$ cat src/rtl/display_pkg.sv
// Shared constants, scan FSM state type and anode helpers for the
// multiplexed 4-digit display scanner.
package display_pkg;

  localparam int unsigned NUM_DIGITS = 4;
  localparam int unsigned IDX_W      = $clog2(NUM_DIGITS);
  localparam logic [3:0]  AN_OFF     = 4'hF;

  typedef enum logic {
    S_DEAD  = 1'b0,
    S_DRIVE = 1'b1
  } scan_state_e;

  // Active-low one-hot anode pattern for the digit being driven.
  function automatic logic [3:0] an_onehot_n(input logic [1:0] idx);
    logic [3:0] one;
    one = 4'b0001;
    return ~(one << idx);
  endfunction

  // True when digit idx (never digit 0) and every more significant digit is zero.
  function automatic logic lz_blank(input logic [15:0] active, input logic [1:0] idx);
    logic [15:0] upper;
    upper = active >> {idx, 2'b00};
    return (idx != 2'd0) && (upper == 16'h0000);
  endfunction

endpackage

$ cat src/rtl/scan_tick_gen.sv
// Period counter: emits a one-cycle tick on the last cycle of each period.
// The period length is an input so one counter serves both DEAD and DRIVE.
module scan_tick_gen #(
  parameter int unsigned W = 10
) (
  input  logic         clk,
  input  logic         rst_n,
  input  logic         restart_i,
  input  logic [W-1:0] period_i,
  output logic         tick_o
);

  logic [W-1:0] cnt_q, cnt_d;

  assign tick_o = (cnt_q == (period_i - W'(1)));

  always_comb begin
    cnt_d = cnt_q + W'(1);
    if (restart_i || tick_o) begin
      cnt_d = '0;
    end
  end

  // NOTE: state is updated with <= only; mixing blocking assignments into
  // clocked logic creates simulation/synthesis ordering mismatches.
  always_ff @(posedge clk or negedge rst_n) begin
    if (!rst_n) begin
      cnt_q <= '0;
    end else begin
      cnt_q <= cnt_d;
    end
  end

endmodule

$ cat src/rtl/display_scan_ctrl.sv
// Four-digit multiplexed display scanner with a frame-synchronous value update.
// Define DISPLAY_LZ_BLANK_EN to blank leading-zero digits (digit 0 never blanked).
module display_scan_ctrl
  import display_pkg::*;
#(
  parameter int unsigned DIV  = 1000,
  parameter int unsigned DEAD = 8
) (
  input  logic        clk,
  input  logic        rst_n,
  input  logic [15:0] val_i,
  input  logic        val_valid_i,
  output logic        val_ready_o,
  output logic [3:0]  digit_o,
  output logic [3:0]  an_n_o,
  output logic        frame_o
);

  localparam int unsigned MAX_P = (DIV > DEAD) ? DIV : DEAD;
  localparam int unsigned CNT_W = $clog2(MAX_P + 1);

  scan_state_e      state_q, state_d;
  logic [IDX_W-1:0] idx_q, idx_d;
  logic             boot_q, boot_d;
  logic [15:0]      active_q, active_d;
  logic [15:0]      pend_q, pend_d;
  logic             pend_valid_q, pend_valid_d;
  logic             ready_q, ready_d;
  logic [3:0]       an_n_q, an_n_d;
  logic [3:0]       digit_q, digit_d;
  logic             frame_q, frame_d;

  logic             tick;
  logic [CNT_W-1:0] period;
  logic             capture;
  logic             last_digit;
  logic             enter_dead;
  logic             enter_drive;

  assign period = (state_q == S_DEAD) ? CNT_W'(DEAD) : CNT_W'(DIV);

  // The first edge out of reset is itself a boundary, so the counter restarts there.
  scan_tick_gen #(
    .W (CNT_W)
  ) u_tick (
    .clk       (clk),
    .rst_n     (rst_n),
    .restart_i (boot_q),
    .period_i  (period),
    .tick_o    (tick)
  );

  // NOTE: every variable gets a default at the top of the block so no path
  // leaves it unassigned, which is what would otherwise infer a latch.
  always_comb begin
    state_d      = state_q;
    idx_d        = idx_q;
    boot_d       = 1'b0;
    active_d     = active_q;
    pend_d       = pend_q;
    pend_valid_d = pend_valid_q;
    ready_d      = ready_q;
    an_n_d       = an_n_q;
    digit_d      = digit_q;
    frame_d      = 1'b0;
    enter_dead   = 1'b0;
    enter_drive  = 1'b0;
    capture      = val_valid_i && ready_q;
    last_digit   = (idx_q == IDX_W'(NUM_DIGITS - 1));

    if (boot_q) begin
      state_d    = S_DEAD;
      idx_d      = '0;
      enter_dead = 1'b1;
      frame_d    = 1'b1;
    end else begin
      unique case (state_q)
        S_DEAD: begin
          if (tick) begin
            state_d     = S_DRIVE;
            enter_drive = 1'b1;
          end
        end
        S_DRIVE: begin
          if (tick) begin
            state_d    = S_DEAD;
            idx_d      = idx_q + IDX_W'(1);
            enter_dead = 1'b1;
            frame_d    = last_digit;
          end
        end
        default: state_d = S_DEAD;
      endcase
    end

    // Commit uses the value pending before this edge; a capture landing on the
    // same boundary therefore waits for the next one.
    if (frame_d && pend_valid_q) begin
      active_d     = pend_q;
      pend_valid_d = 1'b0;
    end
    if (capture) begin
      pend_d       = val_i;
      pend_valid_d = 1'b1;
    end

    // Ready rises one cycle after the pending slot empties.
    if (capture) begin
      ready_d = 1'b0;
    end else if (!pend_valid_q) begin
      ready_d = 1'b1;
    end

    if (enter_dead) begin
      an_n_d  = AN_OFF;
      digit_d = active_d[{idx_d, 2'b00} +: 4];
    end
    if (enter_drive) begin
      an_n_d = an_onehot_n(idx_q);
`ifdef DISPLAY_LZ_BLANK_EN
      if (lz_blank(active_q, idx_q)) begin
        an_n_d = AN_OFF;
      end
`endif
    end
  end

  // NOTE: all control and output registers take the async reset so anodes go
  // dark immediately; the datapath regs are reset too because the block
  // explicitly shows 0 and accepts a value straight out of reset.
  always_ff @(posedge clk or negedge rst_n) begin
    if (!rst_n) begin
      state_q      <= S_DEAD;
      idx_q        <= '0;
      boot_q       <= 1'b1;
      active_q     <= 16'h0000;
      pend_q       <= 16'h0000;
      pend_valid_q <= 1'b0;
      ready_q      <= 1'b1;
      an_n_q       <= AN_OFF;
      digit_q      <= 4'h0;
      frame_q      <= 1'b0;
    end else begin
      state_q      <= state_d;
      idx_q        <= idx_d;
      boot_q       <= boot_d;
      active_q     <= active_d;
      pend_q       <= pend_d;
      pend_valid_q <= pend_valid_d;
      ready_q      <= ready_d;
      an_n_q       <= an_n_d;
      digit_q      <= digit_d;
      frame_q      <= frame_d;
    end
  end

  assign val_ready_o = ready_q;
  assign digit_o     = digit_q;
  assign an_n_o      = an_n_q;
  assign frame_o     = frame_q;

endmodule

$ cat config.mk
export PLATFORM = sky130hd
export DESIGN_NAME = display_scan_ctrl
export DESIGN_NICKNAME = d
export VERILOG_FILES = /design/src/rtl/display_pkg.sv /design/src/rtl/scan_tick_gen.sv /design/src/rtl/display_scan_ctrl.sv
export SDC_FILE = /design/constraint.sdc
export NUM_CORES = 1
export LEC_CHECK = 0
export ABC_AREA = 1
export CAP_MARGIN = 20
export CORE_MARGIN = 2
export CORE_UTILIZATION = 50
export CTS_BUF_LIST = sky130_fd_sc_hd__clkbuf_8 sky130_fd_sc_hd__clkbuf_16
export DETAILED_ROUTE_END_ITERATION = 10
export HOLD_SLACK_MARGIN = 0.1
export PLACE_DENSITY = 0.72
export SLEW_MARGIN = 20
export SYNTH_ARGS = -nofsm -noshare
export SYNTH_HDL_FRONTEND = slang
export SYNTH_SLANG_ARGS = --single-unit
$ cat constraint.sdc
create_clock -name clk -period 4.1 [get_ports clk]
set_input_delay 0.82 -clock clk [delete_from_list [all_inputs] [get_ports clk]]
set_output_delay 0.82 -clock clk [all_outputs]
set_load 0.05 [all_outputs]
======== Yosys cells after proc, flatten, opt, wreduce, memory -nomap -nowiden ========
Cells that the tools add are included.
storage, ports and cells
  register bits after elaboration ......... 57
  word-level logic and storage cells ...... 49
  output and inout port bits .............. 10
  bits of input ports ..................... 19
operators by class
  reduce and logical (&&, ||, !) cells .... 5
  shift operators ......................... 2
  equal/unequal tests ..................... 3
  muxes and demuxes ....................... 23
  add/subtract/negate cells ............... 3
  bitwise logic cells ..................... 2
operators by type and width
  cell                                                 number
  2-to-1 mux 10 bit                                    2
  2-to-1 mux 16 bit                                    1
  indexed part select 16 x 5 -> 4 bit                  1
  2-to-1 mux 1 bit                                     14
  adder 10 x 1 -> 10 bit (second input constant)       1
  equality test 10 bit                                 1
  subtractor 10 x 1 -> 10 bit (second input constant)  1
  2-to-1 mux 4 bit                                     2
  2-to-1 mux 2 bit                                     3
  NOT 4 bit                                            1
  nonzero test 2 bit                                   2
  left shift 1 x 2 -> 4 bit (first input constant)     1
  adder 2 x 1 -> 2 bit (second input constant)         1
  equality test 2 bit (second input constant)          1
  logical AND 1 bit                                    2
  != test 2 x 1 -> 1 bit (second input constant)       1
  case mux 1 bit (2 select lines)                      1
  logical OR 1 bit                                     1
  NOT 1 bit                                            1

======== Longest topological paths before layout ========
Gate-level depths: netlist (run 1).
  word-level depth ........................ 9
  mapped depth ............................ 15
  gate-level depth less buffers ........... 14

======== Cells and area by module ========
From an unflattened synthesis (run 1), not the netlist that was laid out.
second synthesis, totals
  cell total of the unflattened synthesis .. 371
  area total of the unflattened synthesis .. 2954.1 um^2
modules (own cells, without submodules)
  module             instances  area each (um^2)  cells each  sequential area each (um^2)
  display_scan_ctrl  1          2084.5            230         1183.6
  scan_tick_gen      1          869.6             141         250.2

======== Worst setup path after synthesis (run 1) ========
Ideal clock, no wire load.
  path type ............................... register to register
  from .................................... reg u_tick.cnt_q[0]
  to ...................................... reg an_n_q[0] (netlist: an_n_o[0])
  buffers on the path ..................... 0
  setup slack ............................. 2.318 ns
  required time ........................... 4.011 ns
  arrival time ............................ 1.693 ns
  stages on the path, launching flop included .. 12
  cells stage by stage .................... dfrtp_1 ha_1 nand2_2 clkinv_2 nand2_2 a21oi_4 o211a_1 ha_1 nor2_1 inv_1 nor3_1 a31oi_1
on the way
  longest elaborated chain between the ends .. 5
  elaborated cells between the ends (all ways) .. 8
  those cells by class .................... 1 x eq/ne; 6 x mux; 1 x reduce/logical
ends and longest elaborated chain
  what                                                    RTL line                                          RTL
  start, declared                                         scan_tick_gen.sv:13                               logic [W-1:0] cnt_q, cnt_d;
  start signal, assigned                                  scan_tick_gen.sv:30                               cnt_q <= cnt_d;
  equality test 10 bit *                                  scan_tick_gen.sv:15                               assign tick_o = (cnt_q == (period_i - W'(1)));
  2-to-1 mux 1 bit *                                      display_scan_ctrl.sv:79, display_scan_ctrl.sv:85
  2-to-1 mux 1 bit                                        display_scan_ctrl.sv:77                           unique case (state_q)
  2-to-1 mux 1 bit                                        display_scan_ctrl.sv:71                           if (boot_q) begin
  2-to-1 mux 4 bit or nonzero test 2 bit (tied branches)  -
  end signal, assigned                                    display_scan_ctrl.sv:151                          an_n_q <= an_n_d;
  end, declared                                           display_scan_ctrl.sv:29                           logic [3:0] an_n_q, an_n_d;
Every way passes the cells marked *; elsewhere a longest branch is shown, timed or not.
A chain may end at the register's enable or synchronous reset.

======== Worst setup path in the final report (run 1) ========
  from .................................... reg ready_q (netlist: val_ready_o)
  to ...................................... out val_ready_o
RTL lines
  what                    RTL line                  RTL
  start, declared         display_scan_ctrl.sv:28   logic ready_q, ready_d;
  start signal, assigned  display_scan_ctrl.sv:150  ready_q <= ready_d;
  end, declared           display_scan_ctrl.sv:13   output logic val_ready_o,
No word-level cell between the ends.

==> results.json, run 1 <==
{
  "cts_sinks": 57,
  "grt_pass1_vias": 1850,
  "endpoint_kind": "output port",
  "setup_viol": 0,
  "leakagePower_nw": 1.56,
  "synth.top_cells.by_area": "dfrtp_1 49%, nand2_1 14%, nand3_1 8.3%",
  "ys_warn_count": 0,
  "synth_nets": 314,
  "gp_congestion": 0.812,
  "hold_viol": 0,
  "slowest_delay_ps": 800,
  "hp-class": "reg2reg",
  "worst_pin_slew_ps": 776,
  "grtUsageMet3_pct": 4.98,
  "vias_per_cell": 4.87,
  "drt-pass1-iter-count": 5,
  "die_h_um": 76.0,
  "grt_pass1_wl_um": 8580,
  "rsz0062_at_grt": "false",
  "synth_area_mm2": 0.00259,
  "postCtsSetupBuffers": 0,
  "port_buffers": 28,
  "grt_max_degree": 37,
  "path_max_fanout": 3,
  "rows": 26,
  "num-fill-cells": 452,
  "diodes": 0,
  "synth_cell_type_count": 30,
  "fin_crit_ps": 2490,
  "critPathBufInv": 1,
  "synth_area_per_cell_um2": 9.00,
  "final_layout_size_suffix_gt1_share_pct": 13.8,
  "drtIter0Drc": 113,
  "die_x_um": 76.0,
  "critPathKind": "reg2out",
  "cts-root-buf": "clkbuf_8",
  "io_pins": 29,
  "clock_skew_ps": 8.00,
  "insertion_delay_ps": 330,
  "cp_top_family": "buffers and inverters",
  "slew_headroom_pct": 48.2,
  "path_cells": "clkdlybuf4s50_1",
  "cp_data_arrival_time_ps": 1670,
  "die_area_mm2": 0.00578,
  "initial_core_util_pct": 51.4,
  "syn2layout_area_growth_pct": 21.7,
  "ys_ff_latch": 57,
  "totalPowerFinal_mw": 1.86,
  "grt.met1_usage_pct": 26.5,
  "required_ps": 3280,
  "ctsResizeCount": 0,
  "antenna_found_initial": 0,
  "hpwl_um": 3390,
  "vias": 1923,
  "yosysTopAreaCell": "dfrtp_1",
  "syn_inst": 288,
  "fin_tns_setup_ps": 0,
  "ys_seq_area_share_pct": 55.3,
  "status": "finished, final reports clean",
  "overflow": 0,
  "clock_path_buffers": 2,
  "fin_nets": 346,
  "drcViolationCount": 0,
  "antenna_left": 0,
  "maxCapViolations": 0,
  "cts.reportedPaths.clkPinSlew_ps": 70,
  "cts_tree": "built",
  "gr-usage-all-layers_pct": 18.9,
  "irDropWorstVdd_mv": 0.310,
  "avgRoutedWirePerCell_um": 12.1,
  "drt_wl_total_um": 4800,
  "p_per_area_mw_per_mm2": 589,
  "final-max-slew-violation-count": 0,
  "h-tree-depth": 3,
  "fmax_mhz": 402,
  "globalRoute.busiestLayer": "met2",
  "netlist.area_leader.share_pct": 49.2,
  "use_met2_pct": 27.5,
  "startpoint_type": "flop",
  "cts_made_buffers": 9,
  "postCtsHoldBufs": 0,
  "crit_slowest_cell": "clkdlybuf4s50_1",
  "finalCritPeriodShare_pct": 60.7,
  "fp.coreArea_mm2": 0.00504
}
## state kept, by name, summed over array words and instances (netlist names)
signal and flops:
pend_valid_q 1, idx_q 2, digit_o 4, val_ready_o 1
u_tick.cnt_q 10, state_q 1, an_n_o 4, boot_q 1
frame_o 1, pend_q 16, active_q 16
## placed cells by master, fill, tap and decap left out, types with 2 or more instances in the layout
cell / n
a21oi_1: 3
a31oi_1: 4
bufinv_16: 2
clkbuf_8: 12
clkdlybuf4s50_1: 27
clkinv_2: 2
dfrtp_1: 51
dfstp_2: 6
ha_1: 7
inv_1: 11
inv_2: 2
nand2_1: 99
nand2_2: 10
nand2_4: 2
nand3_1: 43
nor2_1: 16
nor3_1: 10
xor2_1: 3
## routing by layer
layer | share of wire [%] | vias up
li1 | - | 994
met1 | 50 | 891
met2 | 45 | 33
met3 | 3.7 | 5
met4 | 1.1 | 0
met5 | 0 | -
## worst paths after layout
kind                                       from               to  slack, ps  cells past startpoint
worst min register to register  u_tick.cnt_q[0]  u_tick.cnt_q[0]        460                      1
min in group asynchronous                 rst_n  u_tick.cnt_q[0]        560                      1
worst max-delay path                val_ready_o      val_ready_o       1610                      1
max in group asynchronous                 rst_n           boot_q       2710                      2
worst min-delay path            u_tick.cnt_q[0]  u_tick.cnt_q[0]        460                      1
worst max register to register  u_tick.cnt_q[0]       digit_o[0]       1950                     14
## kinds of logic after synthesis
logic type	synth area share, %
flip-flops	55.3
buffers and inverters	4.05
adder cells (fa/ha/maj)	3.38
XOR/XNOR	1.01
other	0.145
AND/OR/NAND/NOR	33.1
AO/OA/AOI/OAI	3.04
## synthesized netlist by cell type (all sizes together)
master    n
a21oi     4
xor2      3
nor2     17
dfrtp    51
or2       1
nor3     10
o211ai    1
nand3    45
clkinv    2
nor3b     1
inv      13
a31oi     4
buf       4
nand4     2
conb      1
clkbuf    4
ha        7
dfstp     6
o211a     1
nand2   111
## area by class of cell
cell class / instances / area, µm² / share of cell area [%]
flip-flops and latches: 57 / 1430 / 45.5
multi-input cells: 208 / 1050 / 33.4
repair buffers: 29 / 283 / 8.96
clock buffers: 12 / 165 / 5.24
well taps: 70 / 87.6 / 2.78
clock inverters: 4 / 73.8 / 2.34
inverters: 15 / 57.6 / 1.82
## report_power, final
| part | leakage (nW) | switching, mW | internal, mW |
|---|---|---|---|
| combinational | 0.720 | 0.270 | 0.153 |
| clock | 0.123 | 0.219 | 0.392 |
| sequential | 0.718 | 0.0964 | 0.729 |
| total | 1.56 | 0.585 | 1.27 |
## stage by stage
step | cells | setup slack [ps] | cell area [µm²] | util [%] | hold slack, ps
global route | 395 | 1570 | 3150 | 62.6 | 489
floorplan | 288 | 2320 | 2590 | - | 433
detailed placement | 379 | 1560 | 2920 | 57.8 | 454
CTS | 395 | 1590 | 3150 | 62.6 | 466
finish | 395 | 1610 | 3150 | 62.6 | 459
global placement | 379 | 1620 | 2920 | 57.8 | 449
Power figures use the tool's default switching activity.
==> run 2: changes to the inputs <==
--- a/config.mk
+++ b/config.mk
@@ -12,7 +12,7 @@
 export CTS_BUF_LIST = sky130_fd_sc_hd__clkbuf_8 sky130_fd_sc_hd__clkbuf_16
 export DETAILED_ROUTE_END_ITERATION = 10
 export HOLD_SLACK_MARGIN = 0.1
-export PLACE_DENSITY = 0.72
+export PLACE_DENSITY = 0.75
 export SLEW_MARGIN = 20
 export SYNTH_ARGS = -nofsm -noshare
 export SYNTH_HDL_FRONTEND = slang
==> constraint.sdc (replaced) <==
create_clock -name clk -period 2.14 [get_ports clk]
set_input_delay 0.428 -clock clk [delete_from_list [all_inputs] [get_ports clk]]
set_output_delay 0.428 -clock clk [all_outputs]
set_load 0.05 [all_outputs]
==> run 2 against run 1 <==
First-iteration DRC count rose by 78%. Sequential cell count did not move. Clock power rose by 88%. Clock skew fell by 0.81 ps. Critical endpoint is now an_n_o[0]. Largest cell class unchanged. Largest power group unchanged.
==> results.json, run 2 (same netlist as run 1, synthesis figures left out) <==
{
  "fin_nets": 357,
  "p_per_area_mw_per_mm2": 1090,
  "slowest_delay_ps": 790,
  "drt-pass1-iter-count": 4,
  "drtIter0Drc": 201,
  "endpoint_kind": "output port",
  "reg_top3": "active_q x16, pend_q x16, u_tick.cnt_q x10",
  "port_buffers": 28,
  "die_x_um": 76.0,
  "fin_crit_ps": 2090,
  "drt_wl_total_um": 5660,
  "rr_endpoint": "digit_o[1]",
  "vias": 2067,
  "startpoint_type": "flop",
  "hold_viol": 0,
  "p_int_mw": 2.45,
  "worst_hold_slack_ps": 473,
  "insertion_delay_ps": 340,
  "p_clk_share_pct": 31.5,
  "crit_slowest_cell": "clkdlybuf4s50_1",
  "slew_headroom_pct": 35.6,
  "vias_per_cell": 5.09,
  "layout_commonest_cell": "nand2_1",
  "swShare_pct": 33.1,
  "cts_made_buffers": 9,
  "final_layout_size_suffix_gt1_share_pct": 19.3,
  "cts_tree": "built",
  "min_to": "active_q[3]",
  "maxCapViolations": 0,
  "p_comb_share_pct": 24.3,
  "wl_met3_um": 265,
  "critPathKind": "reg2out",
  "initial_core_util_pct": 51.4,
  "critPathBufInv": 1,
  "overflow": 0,
  "required_ps": 1710,
  "drcViolationCount": 0,
  "die_area_mm2": 0.00578,
  "cts.reportedPaths.clkPinSlew_ps": 70,
  "final_cell_mix": "95 x nand2_1, 51 x dfrtp_1, 38 x nand3_1, 26 x clkdlybuf4s50_1, 16 x nor2_1",
  "reg2regPathDepth": 14,
  "p_seq_share_pct": 44.2,
  "fin_tns_setup_ps": 0,
  "hp-class": "reg2reg",
  "cts_sinks": 57,
  "cts-root-buf": "clkbuf_8",
  "syn2layout_area_growth_pct": 29.5,
  "min_path_cells": 2,
  "switchingPower_mw": 1.21,
  "rrSetupSlack_ps": 110,
  "setup_viol": 0,
  "antenna_left": 0,
  "grt_pass1_vias": 1927,
  "fin_util_pct": 66.6,
  "cp_data_arrival_time_ps": 1660,
  "grt_max_degree": 58,
  "h-tree-depth": 3,
  "clock_path_buffers": 2,
  "rr_startpoint": "u_tick.cnt_q[0]",
  "path_cells": "clkdlybuf4s50_1",
  "grt_pass1_wl_um": 8870,
  "gr-usage-all-layers_pct": 19.6,
  "cp_top_family": "buffers and inverters",
  "worst_pin_slew_ps": 966,
  "diodes": 0,
  "wl_met1_um": 2610,
  "fmax_mhz": 478,
  "hpwl_um": 3550,
  "path_max_fanout": 2,
  "antenna_found_initial": 0,
  "top_layer": "met4",
  "clock_skew_ps": 7.19,
  "rows": 26,
  "avgRoutedWirePerCell_um": 13.9,
  "io_pins": 29,
  "fp.coreArea_mm2": 0.00504,
  "gp_congestion": 0.804,
  "irDropWorstVdd_mv": 0.642,
  "finalCritPeriodShare_pct": 97.8,
  "status": "finished, final reports clean",
  "wl_met2_um": 2710,
  "num-fill-cells": 406,
  "die_h_um": 76.0,
  "leakagePower_nw": 1.64,
  "holdCritStartpoint": "active_q[3]",
  "final-max-slew-violation-count": 0
}
==> run 2: cell type report <==
| class | instances | area [µm²] | area share [%] |
|---|---|---|---|
| Sequential cell | 57 | 1430 | 42.7 |
| Clock buffer | 11 | 151 | 4.51 |
| Inverter | 15 | 66.3 | 1.98 |
| Multi-Input combinational cell | 210 | 1160 | 34.6 |
| Tap cell | 70 | 87.6 | 2.61 |
| Timing Repair Buffer | 38 | 380 | 11.3 |
| Clock inverter | 5 | 77.6 | 2.31 |
==> run 2: tightest hold or removal path: stages (launching register included) <==
cell and delay [ps]:
dfrtp_1 340, nand2_2 60, nand2_1 50
==> run 2: through the flow <==
step / total power, mW / setup WS (ps) / area [µm²] / std cells
after CTS: 3.57 / 29.1 / 3180 / 398
after global placement: 2.37 / 203 / 2940 / 381
final: 3.66 / 47.6 / 3360 / 406
after floorplan: 2.15 / 358 / 2590 / 288
after detailed placement: 2.42 / 57.8 / 2940 / 381
after global routing: 3.86 / -49.9 / 3360 / 406
==> run 2: repair_timing <==
action,in CTS,in global routing
gates resized for setup,0,21
setup buffers,0,6
hold buffers,1,0
endpoints found under the hold margin,51,0
endpoints found under the setup margin,0,5
==> run 2: routing by layer <==
metal / global-route usage (%) / vias up
li1: - / 1026
met1: 26.8 / 980
met2: 29.4 / 56
met3: 6.40 / 5
met4: 7.45 / 0
met5: 0 / -
==> run 2: worst max path at each step <==
stage | start | endpoint | depth (start not counted)
after floorplan | u_tick.cnt_q[0] | an_n_o[0] | 11
after global placement | u_tick.cnt_q[0] | digit_o[3] | 14
after detailed placement | u_tick.cnt_q[0] | digit_o[3] | 14
after CTS | val_ready_o | val_ready_o | 1
after global routing | u_tick.cnt_q[0] | digit_o[1] | 14
final | an_n_o[0] | an_n_o[0] | 1
==> run 2: power groups by stage <==
stage / Clock [mW] / Combinational, mW / Sequential, mW
after CTS: 1.16 / 0.827 / 1.58
final: 1.15 / 0.888 / 1.62
after floorplan: 0 / 0.479 / 1.67
after global routing: 1.21 / 0.990 / 1.66
after detailed placement: 0 / 0.817 / 1.60
after global placement: 0 / 0.794 / 1.58
==> run 3: changes to the inputs <==
--- a/config.mk
+++ b/config.mk
@@ -10,8 +10,8 @@
 export CORE_MARGIN = 2
 export CORE_UTILIZATION = 50
 export CTS_BUF_LIST = sky130_fd_sc_hd__clkbuf_8 sky130_fd_sc_hd__clkbuf_16
+export CTS_CLUSTER_SIZE = 10
 export DETAILED_ROUTE_END_ITERATION = 10
-export HOLD_SLACK_MARGIN = 0.1
 export PLACE_DENSITY = 0.75
 export SLEW_MARGIN = 20
 export SYNTH_ARGS = -nofsm -noshare
==> run 3 against run 2 <==
Power is 0.16% lower. Utilization down 0.20 points. Sequential power hardly changed. Register-to-register slack about the same. Critical endpoint is now an_n_o[2]. Highest routed layer unchanged.
==> results.json, run 3 (same netlist as run 1, synthesis figures left out) <==
{
  "setup_viol": 0,
  "gp_congestion": 0.804,
  "port_buffers": 28,
  "diodes": 0,
  "fin_crit_ps": 2090,
  "leakagePower_nw": 1.64,
  "die_area_mm2": 0.00578,
  "insertion_delay_ps": 330,
  "p_per_area_mw_per_mm2": 1090,
  "die_h_um": 76.0,
  "cts_made_buffers": 9,
  "num-fill-cells": 407,
  "drtIter0Drc": 206,
  "startpoint_type": "flop",
  "drcViolationCount": 0,
  "grt_pass1_vias": 1925,
  "rrSetupSlack_ps": 100,
  "vias": 2062,
  "crit_slowest_cell": "clkdlybuf4s50_1",
  "rr_endpoint": "digit_o[1]",
  "place_area_mm2": 0.00294,
  "worst_pin_slew_ps": 948,
  "critPathKind": "reg2out",
  "top_layer": "met4",
  "antenna_left": 0,
  "rows": 26,
  "dp_slack_ps": 57.8,
  "postCtsHoldBufs": 0,
  "endpoint_kind": "output port",
  "status": "finished, final reports clean",
  "grt_max_degree": 58,
  "reg_top3": "active_q x16, pend_q x16, u_tick.cnt_q x10",
  "fp.coreArea_mm2": 0.00504,
  "initial_core_util_pct": 51.4,
  "fmax_mhz": 479,
  "cts-root-buf": "clkbuf_8",
  "drt_wl_total_um": 5650,
  "rr_startpoint": "u_tick.cnt_q[0]",
  "layout_commonest_cell": "nand2_1",
  "path_cells": "clkdlybuf4s50_1",
  "hpwl_um": 3550,
  "final_layout_size_suffix_gt1_share_pct": 19.4,
  "final_cell_mix": "95 x nand2_1, 51 x dfrtp_1, 38 x nand3_1, 26 x clkdlybuf4s50_1, 16 x nor2_1",
  "hold_viol": 0,
  "slowest_delay_ps": 790,
  "slew_headroom_pct": 36.8,
  "cts_tree": "built",
  "io_pins": 29,
  "cts_sinks": 57,
  "cts.reportedPaths.clkPinSlew_ps": 70,
  "drt-pass1-iter-count": 5,
  "clock_skew_ps": 6.76,
  "h-tree-depth": 3,
  "fin_util_pct": 66.4,
  "fin_nets": 356,
  "path_max_fanout": 2,
  "cp_data_arrival_time_ps": 1660,
  "avgRoutedWirePerCell_um": 13.9,
  "irDropWorstVdd_mv": 0.645,
  "gr-usage-all-layers_pct": 19.6,
  "wl_met2_um": 2700,
  "worst_hold_slack_ps": 81.0,
  "clock_path_buffers": 2,
  "finalCritPeriodShare_pct": 97.5,
  "overflow": 0,
  "reg2regPathDepth": 14,
  "antenna_found_initial": 0,
  "maxCapViolations": 0,
  "required_ps": 1710,
  "vias_per_cell": 5.09,
  "final-max-slew-violation-count": 0,
  "grt_pass1_wl_um": 8850,
  "wl_met1_um": 2640,
  "cp_top_family": "buffers and inverters",
  "worst_slack_ps": 53.5,
  "final_area_mm2": 0.00335,
  "hp-class": "in2async",
  "die_x_um": 76.0,
  "wl_met3_um": 220,
  "syn2layout_area_growth_pct": 29.1,
  "critPathBufInv": 1
}
[run 3: changes by cell type in the layout (fill, tap and decap cells not counted), sizes merged]
| cell | previous run | this run |
|---|---|---|
| dlygate4sd3 | 1 | 0 |
[run 3: worst max-delay path by stage]
stage                    start     endpoint  slack [ps]  cells after the start
3_5_place_dp   u_tick.cnt_q[0]   digit_o[3]          60                     14
4_1_cts            val_ready_o  val_ready_o          30                      1
5_1_grt        u_tick.cnt_q[0]   digit_o[1]         -50                     14
6_report             an_n_o[2]    an_n_o[2]          50                      1
2_1_floorplan  u_tick.cnt_q[0]    an_n_o[0]         360                     11
3_3_place_gp   u_tick.cnt_q[0]   digit_o[3]         200                     14
[run 3: report_power, final]
part	internal [mW]	switching [mW]	leakage, nW
sequential	1.40	0.218	0.718
combinational	0.334	0.554	0.804
clock	0.715	0.432	0.115
[run 3: per-stage QoR]
stage | power (mW) | setup TNS [ps] | std cells
finish | 3.65 | 0 | 405
global route | 3.86 | -135 | 405
global placement | 2.37 | 0 | 381
CTS | 3.56 | 0 | 397
floorplan | 2.15 | 0 | 288
detailed placement | 2.42 | 0 | 381
[run 3: timing repair]
| action | CTS | global route |
|---|---|---|
| endpoints found under the setup margin | 0 | 5 |
| resized for setup | 0 | 21 |
| setup buffers | 0 | 6 |
[run 3: area by class of cell]
class,instances,area [µm²],area share [%]
multi-input combinational,210,1160,34.7
sequential,57,1430,42.8
clock buffer,11,151,4.52
clock inverter,5,77.6,2.32
tap,70,87.6,2.62
timing repair buffer,37,370,11.1
inverter,15,66.3,1.98
[run 3: metal layers]
metal	vias up	GRT usage, %
met4	0	7.45
met2	56	29.4
met1	975	26.8
met3	8	6.40
li1	1023	-
met5	-	0
